<file path="src/rtl/ca_pkg.sv">
// Shared types and constants for the 1-D elementary cellular-automaton engine.
package ca_pkg;

  typedef enum logic [1:0] {
    StIdle,
    StRun,
    StHalt
  } ca_state_e;

  localparam int unsigned BOUNDARY_WRAP = 0;
  localparam int unsigned BOUNDARY_ZERO = 1;

endpackage

</file>
<file path="src/rtl/ca_next_line.sv">
// Combinational rule application: every cell looks up rule[{left, self, right}].
module ca_next_line
  import ca_pkg::*;
#(
  parameter int unsigned WIDTH    = 8,
  parameter int unsigned BOUNDARY = BOUNDARY_WRAP
) (
  input  logic [WIDTH-1:0] line,
  input  logic [7:0]       rule,
  output logic [WIDTH-1:0] nxt
);

  localparam bit ZeroEdge = (BOUNDARY == BOUNDARY_ZERO);

  // Edge neighbours either wrap around the ring or read as dead cells.
  logic [WIDTH+1:0] ext;
  assign ext = {ZeroEdge ? 1'b0 : line[0], line, ZeroEdge ? 1'b0 : line[WIDTH-1]};

  // ext[i] is the left neighbour (data[i-1]), ext[i+2] the right one (data[i+1]).
  for (genvar i = 0; i < int'(WIDTH); i++) begin : g_cell
    assign nxt[i] = rule[{ext[i], ext[i+1], ext[i+2]}];
  end

endmodule

</file>
<file path="src/rtl/ca_engine.sv">
// Elementary CA engine: holds one line, advances it by a loadable rule on a prescaled tick
// (free run) or a single-step pulse, counts generations and halts at a fixed point.
module ca_engine
  import ca_pkg::*;
#(
  parameter int unsigned       WIDTH         = 8,
  parameter int unsigned       TICK_DIV      = 2 ** 23,
  parameter int unsigned       GEN_W         = 16,
  parameter logic [7:0]        DEFAULT_RULE  = 8'd129,
  parameter logic [WIDTH-1:0]  DEFAULT_SEED  = {{(WIDTH - 1) {1'b0}}, 1'b1},
  parameter int unsigned       BOUNDARY      = BOUNDARY_WRAP,
  parameter bit                STOP_ON_STILL = 1'b1
) (
  input  logic             clk,
  input  logic             rstn,
  input  logic             cfg_valid,
  output logic             cfg_ready,
  input  logic [7:0]       cfg_rule,
  input  logic [WIDTH-1:0] cfg_seed,
  input  logic             run,
  input  logic             step,
  output logic [WIDTH-1:0] data,
  output logic [GEN_W-1:0] gen,
  output logic             still,
  output logic             halted
);

  localparam int unsigned CNT_W = (TICK_DIV > 1) ? $clog2(TICK_DIV) : 1;
  localparam logic [CNT_W-1:0] TickLast = CNT_W'(TICK_DIV - 1);

  ca_state_e        state_q, state_d;
  logic [CNT_W-1:0] cnt_q, cnt_d;
  logic [WIDTH-1:0] data_q, data_d;
  logic [7:0]       rule_q, rule_d;
  logic [GEN_W-1:0] gen_q, gen_d;
  logic             still_q, still_d;

  logic [WIDTH-1:0] nxt;
  logic             tick;
  logic             advance;
  logic             load;

  ca_next_line #(
    .WIDTH    (WIDTH),
    .BOUNDARY (BOUNDARY)
  ) u_next_line (
    .line (data_q),
    .rule (rule_q),
    .nxt  (nxt)
  );

  assign tick = (cnt_q == TickLast);

  // FSM next state, tick prescaler and load/advance decisions.
  always_comb begin
    state_d = state_q;
    cnt_d   = '0;  // counter only runs in RUN, so it restarts on every entry
    advance = 1'b0;
    load    = 1'b0;
    unique case (state_q)
      StIdle: begin
        if (cfg_valid) begin
          load = 1'b1;
        end else if (step) begin
          advance = 1'b1;
        end else if (run) begin
          state_d = StRun;
        end
      end
      StRun: begin
        if (!run) begin
          state_d = StIdle;
        end else begin
          cnt_d = tick ? '0 : cnt_q + 1'b1;
          if (tick) begin
            advance = 1'b1;
            if (STOP_ON_STILL && (nxt == data_q)) begin
              state_d = StHalt;
            end
          end
        end
      end
      StHalt: begin
        if (cfg_valid) begin
          load    = 1'b1;
          state_d = StIdle;
        end else if (!run) begin
          state_d = StIdle;
        end
      end
      default: state_d = StIdle;
    endcase
  end

  // Line, rule, generation and still-flag updates selected by the FSM.
  always_comb begin
    data_d  = data_q;
    rule_d  = rule_q;
    gen_d   = gen_q;
    still_d = still_q;
    if (load) begin
      data_d  = cfg_seed;
      rule_d  = cfg_rule;
      gen_d   = '0;
      still_d = 1'b0;
    end else if (advance) begin
      data_d  = nxt;
      gen_d   = (gen_q == '1) ? gen_q : gen_q + 1'b1;
      still_d = (nxt == data_q);
    end
  end

  // State registers with synchronous active-low reset.
  always_ff @(posedge clk) begin
    if (!rstn) begin
      state_q <= StIdle;
      cnt_q   <= '0;
      data_q  <= DEFAULT_SEED;
      rule_q  <= DEFAULT_RULE;
      gen_q   <= '0;
      still_q <= 1'b0;
    end else begin
      state_q <= state_d;
      cnt_q   <= cnt_d;
      data_q  <= data_d;
      rule_q  <= rule_d;
      gen_q   <= gen_d;
      still_q <= still_d;
    end
  end

  assign cfg_ready = (state_q != StRun);
  assign halted    = (state_q == StHalt);
  assign data      = data_q;
  assign gen       = gen_q;
  assign still     = still_q;

endmodule

</file>
<file path="config.mk">
export PLATFORM = sky130hd
export DESIGN_NAME = ca_engine
export DESIGN_NICKNAME = d
export VERILOG_FILES = /design/src/rtl/ca_pkg.sv /design/src/rtl/ca_next_line.sv /design/src/rtl/ca_engine.sv
export SDC_FILE = /design/constraint.sdc
export NUM_CORES = 1
export LEC_CHECK = 0
export ABC_CLOCK_PERIOD_IN_PS = 6450
export BUFFER_PORTS_ARGS = -buffer_cell sky130_fd_sc_hd__clkbuf_2
export CELL_PAD_IN_SITES_DETAIL_PLACEMENT = 2
export CELL_PAD_IN_SITES_GLOBAL_PLACEMENT = 2
export CORE_AREA = 2 2 98 100
export CTS_CLUSTER_SIZE = 20
export DETAILED_ROUTE_END_ITERATION = 16
export DIE_AREA = 0 0 100 102
export GPL_TIMING_DRIVEN = 1
export PLACE_DENSITY_LB_ADDON = 0.3
export SLEW_MARGIN = 40
export SYNTH_ARGS = -nofsm -noshare
export SYNTH_HDL_FRONTEND = slang
export SYNTH_HIERARCHICAL = 1
export SYNTH_SLANG_ARGS = --single-unit
</file>
<file path="constraint.sdc">
create_clock -name clk -period 6.45 [get_ports clk]
set_clock_uncertainty 0.1 [all_clocks]
set_input_delay 1.29 -clock clk [delete_from_list [all_inputs] [get_ports clk]]
set_output_delay 1.29 -clock clk [all_outputs]
set_load 0.05 [all_outputs]
</file>
## Word-level counts from Yosys, hierarchy flattened

Index checks and enable logic that the tools add are counted.
Widths: inputs -> output; s select.

- Equality and inequality tests: 12
- Multiplexer cells: 34
- Reductions and logical operators: 7
- $add $sub $neg: 2
- $lt $le $gt $ge: 8
- Bitwise gates (word level): 4

Operator list:

| kind | count |
|---|---|
| $lt 3x4->1 const B | 8 |
| $bmux 1 s3 | 8 |
| $add 23x1->23 const B | 1 |
| $eq 23x23->1 const B | 1 |
| $add 16x1->16 const B | 1 |
| $eq 16x16->1 const B | 1 |
| $mux 2 | 8 |
| $mux 8 | 2 |
| $mux 1 | 14 |
| $ne 3x3->1 const B | 3 |
| $eq 8x8->1 | 1 |
| $ne 2x2->1 const B | 3 |
| $pmux 2 s3 | 1 |
| $reduce_and 6->1 | 1 |
| $not 1->1 | 4 |
| $reduce_or 2->1 | 2 |
| $reduce_or 4->1 | 1 |
| $eq 2x1->1 const B | 1 |
| $eq 2x2->1 const B | 1 |
| $logic_not 2->1 | 1 |
| $ne 2x1->1 const B | 1 |
| $pmux 1 s2 | 1 |
| $reduce_and 2->1 | 1 |
| $reduce_bool 2->1 | 1 |

- Input port bits: 21
- Word-level logic and storage cells: 73
- Flip-flop bits (word level): 58
- Output and inout bits: 27

## Longest topological paths before layout

- Word-level depth: 7
- Depth in mapped cells: 9

## Hierarchy

The synthesis kept the hierarchy.

By module, submodules not included:

| module | seq. area each (µm²) | times used | area each (µm²) | cells each |
|---|---|---|---|---|
| ca_engine | 1,161.1 | 1 | 2,727.6 | 312 |
| ca_next_line | 0.0 | 1 | 546.8 | 76 |

## Worst setup path before layout

No wires, ideal clock.

- Path kind: input to register
- Start: input cfg_valid
- End: register gen_q[15] (netlist: gen[15])
- Data arrival time: 2.636 ns
- Setup slack: 3.644 ns
- Required time: 6.280 ns
- Path buffers: 1
- Cell stages on the path: 5
- Cell sequence: nor4b_1 -> a31oi_4 -> buf_6 -> or4_1 -> a21oi_1

- Word-level cells in the longest chain between the ends: 3
- Elaborated cells on any way between the ends: 6

RTL lines:

| element | line | source |
|---|---|---|
| from (decl) | ca_engine.sv:16 | `input logic cfg_valid,` |
| $mux 1, on equally long branches | ca_engine.sv:62, ca_engine.sv:84 |  |
| $pmux 1 s2 or $mux 1 (tied branches) | n/a |  |
| $reduce_and 2->1 (no source line) or $reduce_or 2->1 (tied branches) | n/a |  |
| to (signal assigned) | ca_engine.sv:127 | `gen_q <= gen_d;` |
| to (decl) | ca_engine.sv:35 | `logic [GEN_W-1:0] gen_q, gen_d;` |

Parallel ways exist; a longest one is shown, timed or not.
A chain may end at the register's enable or synchronous reset.

## Worst setup path after layout

- Start: input cfg_valid
- End: register gen_q[10] (netlist: gen[10])

The elaborated chain is that of the path after synthesis.

==> results by group <==
Critical path
  – CP cell instances: clkbuf_2, nor4b_1, a31oi_4, or4_1, a21oi_1
  – CP Class: primary input to flip-flop
  – Worst EP arrival: 3070 ps
  – Critical path's slowest cell: or4_1
  – Slowest cell delay on critical path: 620 ps
  – Required @ worst endpoint: 6610 ps
  – Critical Path End Type: flip-flop
  – Critical path launch point type: primary input
  – Crit Path Max Fanout: 33

STA
  – Setup TNS: 0 ps
  – FMAX: 343 MHz
  – RSZ-0062 raised after global routing: false
  – Tcrit/Tclk final: 0.452
  – Worst Max-Slew Pin Slew: 772 ps
  – Final worst path period need: 2920 ps
  – Fin. Hold Viols: 0
  – Worst hold slack: 379 ps
  – Relative slew slack: 0.481
  – Finish-stage setup viols: 0
  – Slew Viols, Final: 0

Detailed routing
  – Post-route ant nets: 0
  – Routed vias: 3083
  – Routed length on met1: 4520 um
  – Max layer used: met4
  – Detailed Routing Iterations Pass 1: 4
  – DRC viols: 0
  – Via density: 5.72
  – Met2 Wirelength: 4920 um
  – DRT iter0 DRCs: 87
  – Total Wirelength: 9940 um
  – Met3 routed WL: 262 um
  – WL/cell: 18.4 um

Logic synthesis
  – Post-synth top area cell: dfxtp_1
  – Most frequent cells after synthesis: dfxtp_1 (58), nand2_1 (31), nor2_1 (29)
  – Synth top area cells: dfxtp_1 (35%), a2111oi_0 (6.4%), xnor2_1 (4.0%)
  – EDFF count, synth: 0
  – Synth warn: 6
  – Register bit count reported by yosys: 58
  – Cell with the most instances after synthesis: dfxtp_1
  – Main synth FF type: dfxtp_1
  – Yosys cell types: 48
  – Mapped Area: 3270 sq um
  – Asr flop ratio synth: 0
  – Avg Cell Area, Syn: 8.44 sq um
  – Syn nets: 411
  – Top cell type's share of synthesized area: 0.355
  – Sequential element share of the synthesized area: 0.355
  – Syn Inst Count: 388

Place
  – Dpl hpwl: 6860 um
  – Placed Area: 3530 sq um
  – GP Congestion: 0.813
  – Post-placement cell count: 523
  – Port Buf Inserts: 47

Die
  – Die area: 10200 sq um
  – Cell Rows: 35
  – Ports: 48
  – Initial Util: 0.359
  – Die Width: 100 um
  – Core area: 9110 sq um
  – Die Y: 102 um

Power
  – Peak VDD IR: 0.115 mV
  – PD cells: 239 nW/um^2
  – Static Leak: 1.35 nW

CTS
  – Sink Count: 58
  – Clock transition at path regs: 70 ps
  – Post-CTS Resized: 0
  – Clk_lat worst skew: 340 ps
  – CTS buffer count: 9
  – TritonCTS clock tree: built
  – Hold-fix buffers at CTS: 0
  – Clk root buf: clkbuf_8
  – Max H-tree Level: 3
  – Post-CTS Setup Bufs: 0
  – CTS max path bufs: 2

Global route
  – First-pass GRT wire length: 16400 um
  – Initial antenna violation count: 0
  – Number of global-route vias before repair: 3304
  – GR Util All Layers: 0.204
  – Largest net degree at the start of global routing: 34
  – Global route overflow: 0

Final layout
  – Layout area overhead: 14.6%
  – Multi-input gate area: 1960 sq um
  – Diode count: 0
  – Fillers: 1063
  – Post-route cell area: 3750 sq um
  – Non-Filler Instances: 539
  – Fin nets: 446
  – Share of cells above drive strength 1: 0.182
  – Post-layout util: 0.412
  – Seq. cell area: 1160 sq um

Flow run
  – Maxcap violations: 0

Hold path
  – Hold WC Path Type: flip-flop to flip-flop

Run status
  – Outcome: completed
power by group:
group | leakage, nW | switching (W) | internal (W) | total (W)
clock network | 0.109 | 0.000156 | 0.000227 | 0.000383
logic | 0.773 | 0.0000749 | 0.0000457 | 0.000121
registers | 0.471 | 0.0000263 | 0.000366 | 0.000393
per-layer routing:
| metal | track usage | vias to the layer above |
|---|---|---|
| met5 | 0 | - |
| li1 | - | 1508 |
| met1 | 0.248 | 1513 |
| met4 | 0.0917 | 0 |
| met3 | 0.0356 | 19 |
| met2 | 0.354 | 43 |
worst max-delay path, delay by kind of cell:
family | cells | cell delay [ps]
simple gates | 2 | 1220
compound gates | 2 | 420
buf+inv | 1 | 130
area by class of cell:
type | count | area share
Multi-Input combinational cell | 296 | 0.521
Clock buffer | 11 | 0.0377
Tap cell | 111 | 0.0370
Timing Repair Buffer | 47 | 0.0627
Sequential cell | 58 | 0.310
Clock inverter | 5 | 0.0207
Inverter | 11 | 0.0110
path summary, 6_finish.rpt:
check	start	to	slack, ps	cells after the start
max reg2reg	cnt_q[0]$_SDFF_PP0_	gen[10]$_SDFFE_PP0P_	3660	6
min reg2reg	cnt_q[0]$_SDFF_PP0_	cnt_q[0]$_SDFF_PP0_	380	1
max	cfg_valid	gen[10]$_SDFFE_PP0P_	3530	5
min	cnt_q[0]$_SDFF_PP0_	cnt_q[0]$_SDFF_PP0_	380	1
registers in the layout (all words and copies together), names as in the netlist:
register  cells
gen          16
cnt_q        23
still         1
rule_q        8
data          8
state_q       2
through the flow:
step | worst slack [ps] | power (W)
after floorplan | 3640 | 0.000484
after global placement | 3230 | 0.000514
after detailed placement | 3120 | 0.000519
after CTS | 3470 | 0.000908
after global routing | 3360 | 0.000938
final | 3530 | 0.000897
cell families (layout without fill, tap and decap cells):
kind of cell | after synthesis | after routing | synth area share
compound gates | 86 | 86 | 0.189
xor+xnor | 29 | 29 | 0.0776
fa+ha+maj | 2 | 2 | 0.00764
buf+inv | 34 | 74 | 0.0501
flops | 58 | 58 | 0.355
mux | 8 | 8 | 0.0245
simple gates | 171 | 171 | 0.297
placed cells by master, fill, tap and decap left out, types with 3 or more instances in the layout:
cell	netlist	final
dfxtp_1	58	58
and4_1	7	6
xor2_1	14	14
nor4_1	8	8
nand3_1	19	19
nor3_1	3	3
nand2b_1	10	9
and2b_1	7	7
a21boi_1	4	4
and2_1	4	4
nand4_1	7	7
a21boi_0	6	6
clkbuf_8	0	10
mux2i_1	8	8
xnor2_1	15	15
nor2_1	29	29
clkbuf_2	0	47
or4_1	12	12
and3_1	17	17
a2111oi_0	24	24
nand2_1	31	31
a21oi_1	22	22
inv_1	7	7
o21ai_0	9	9
inv_2	4	4
o31ai_1	12	12
nor4b_1	3	3
No activity file was read; power rests on OpenSTA's default activity.
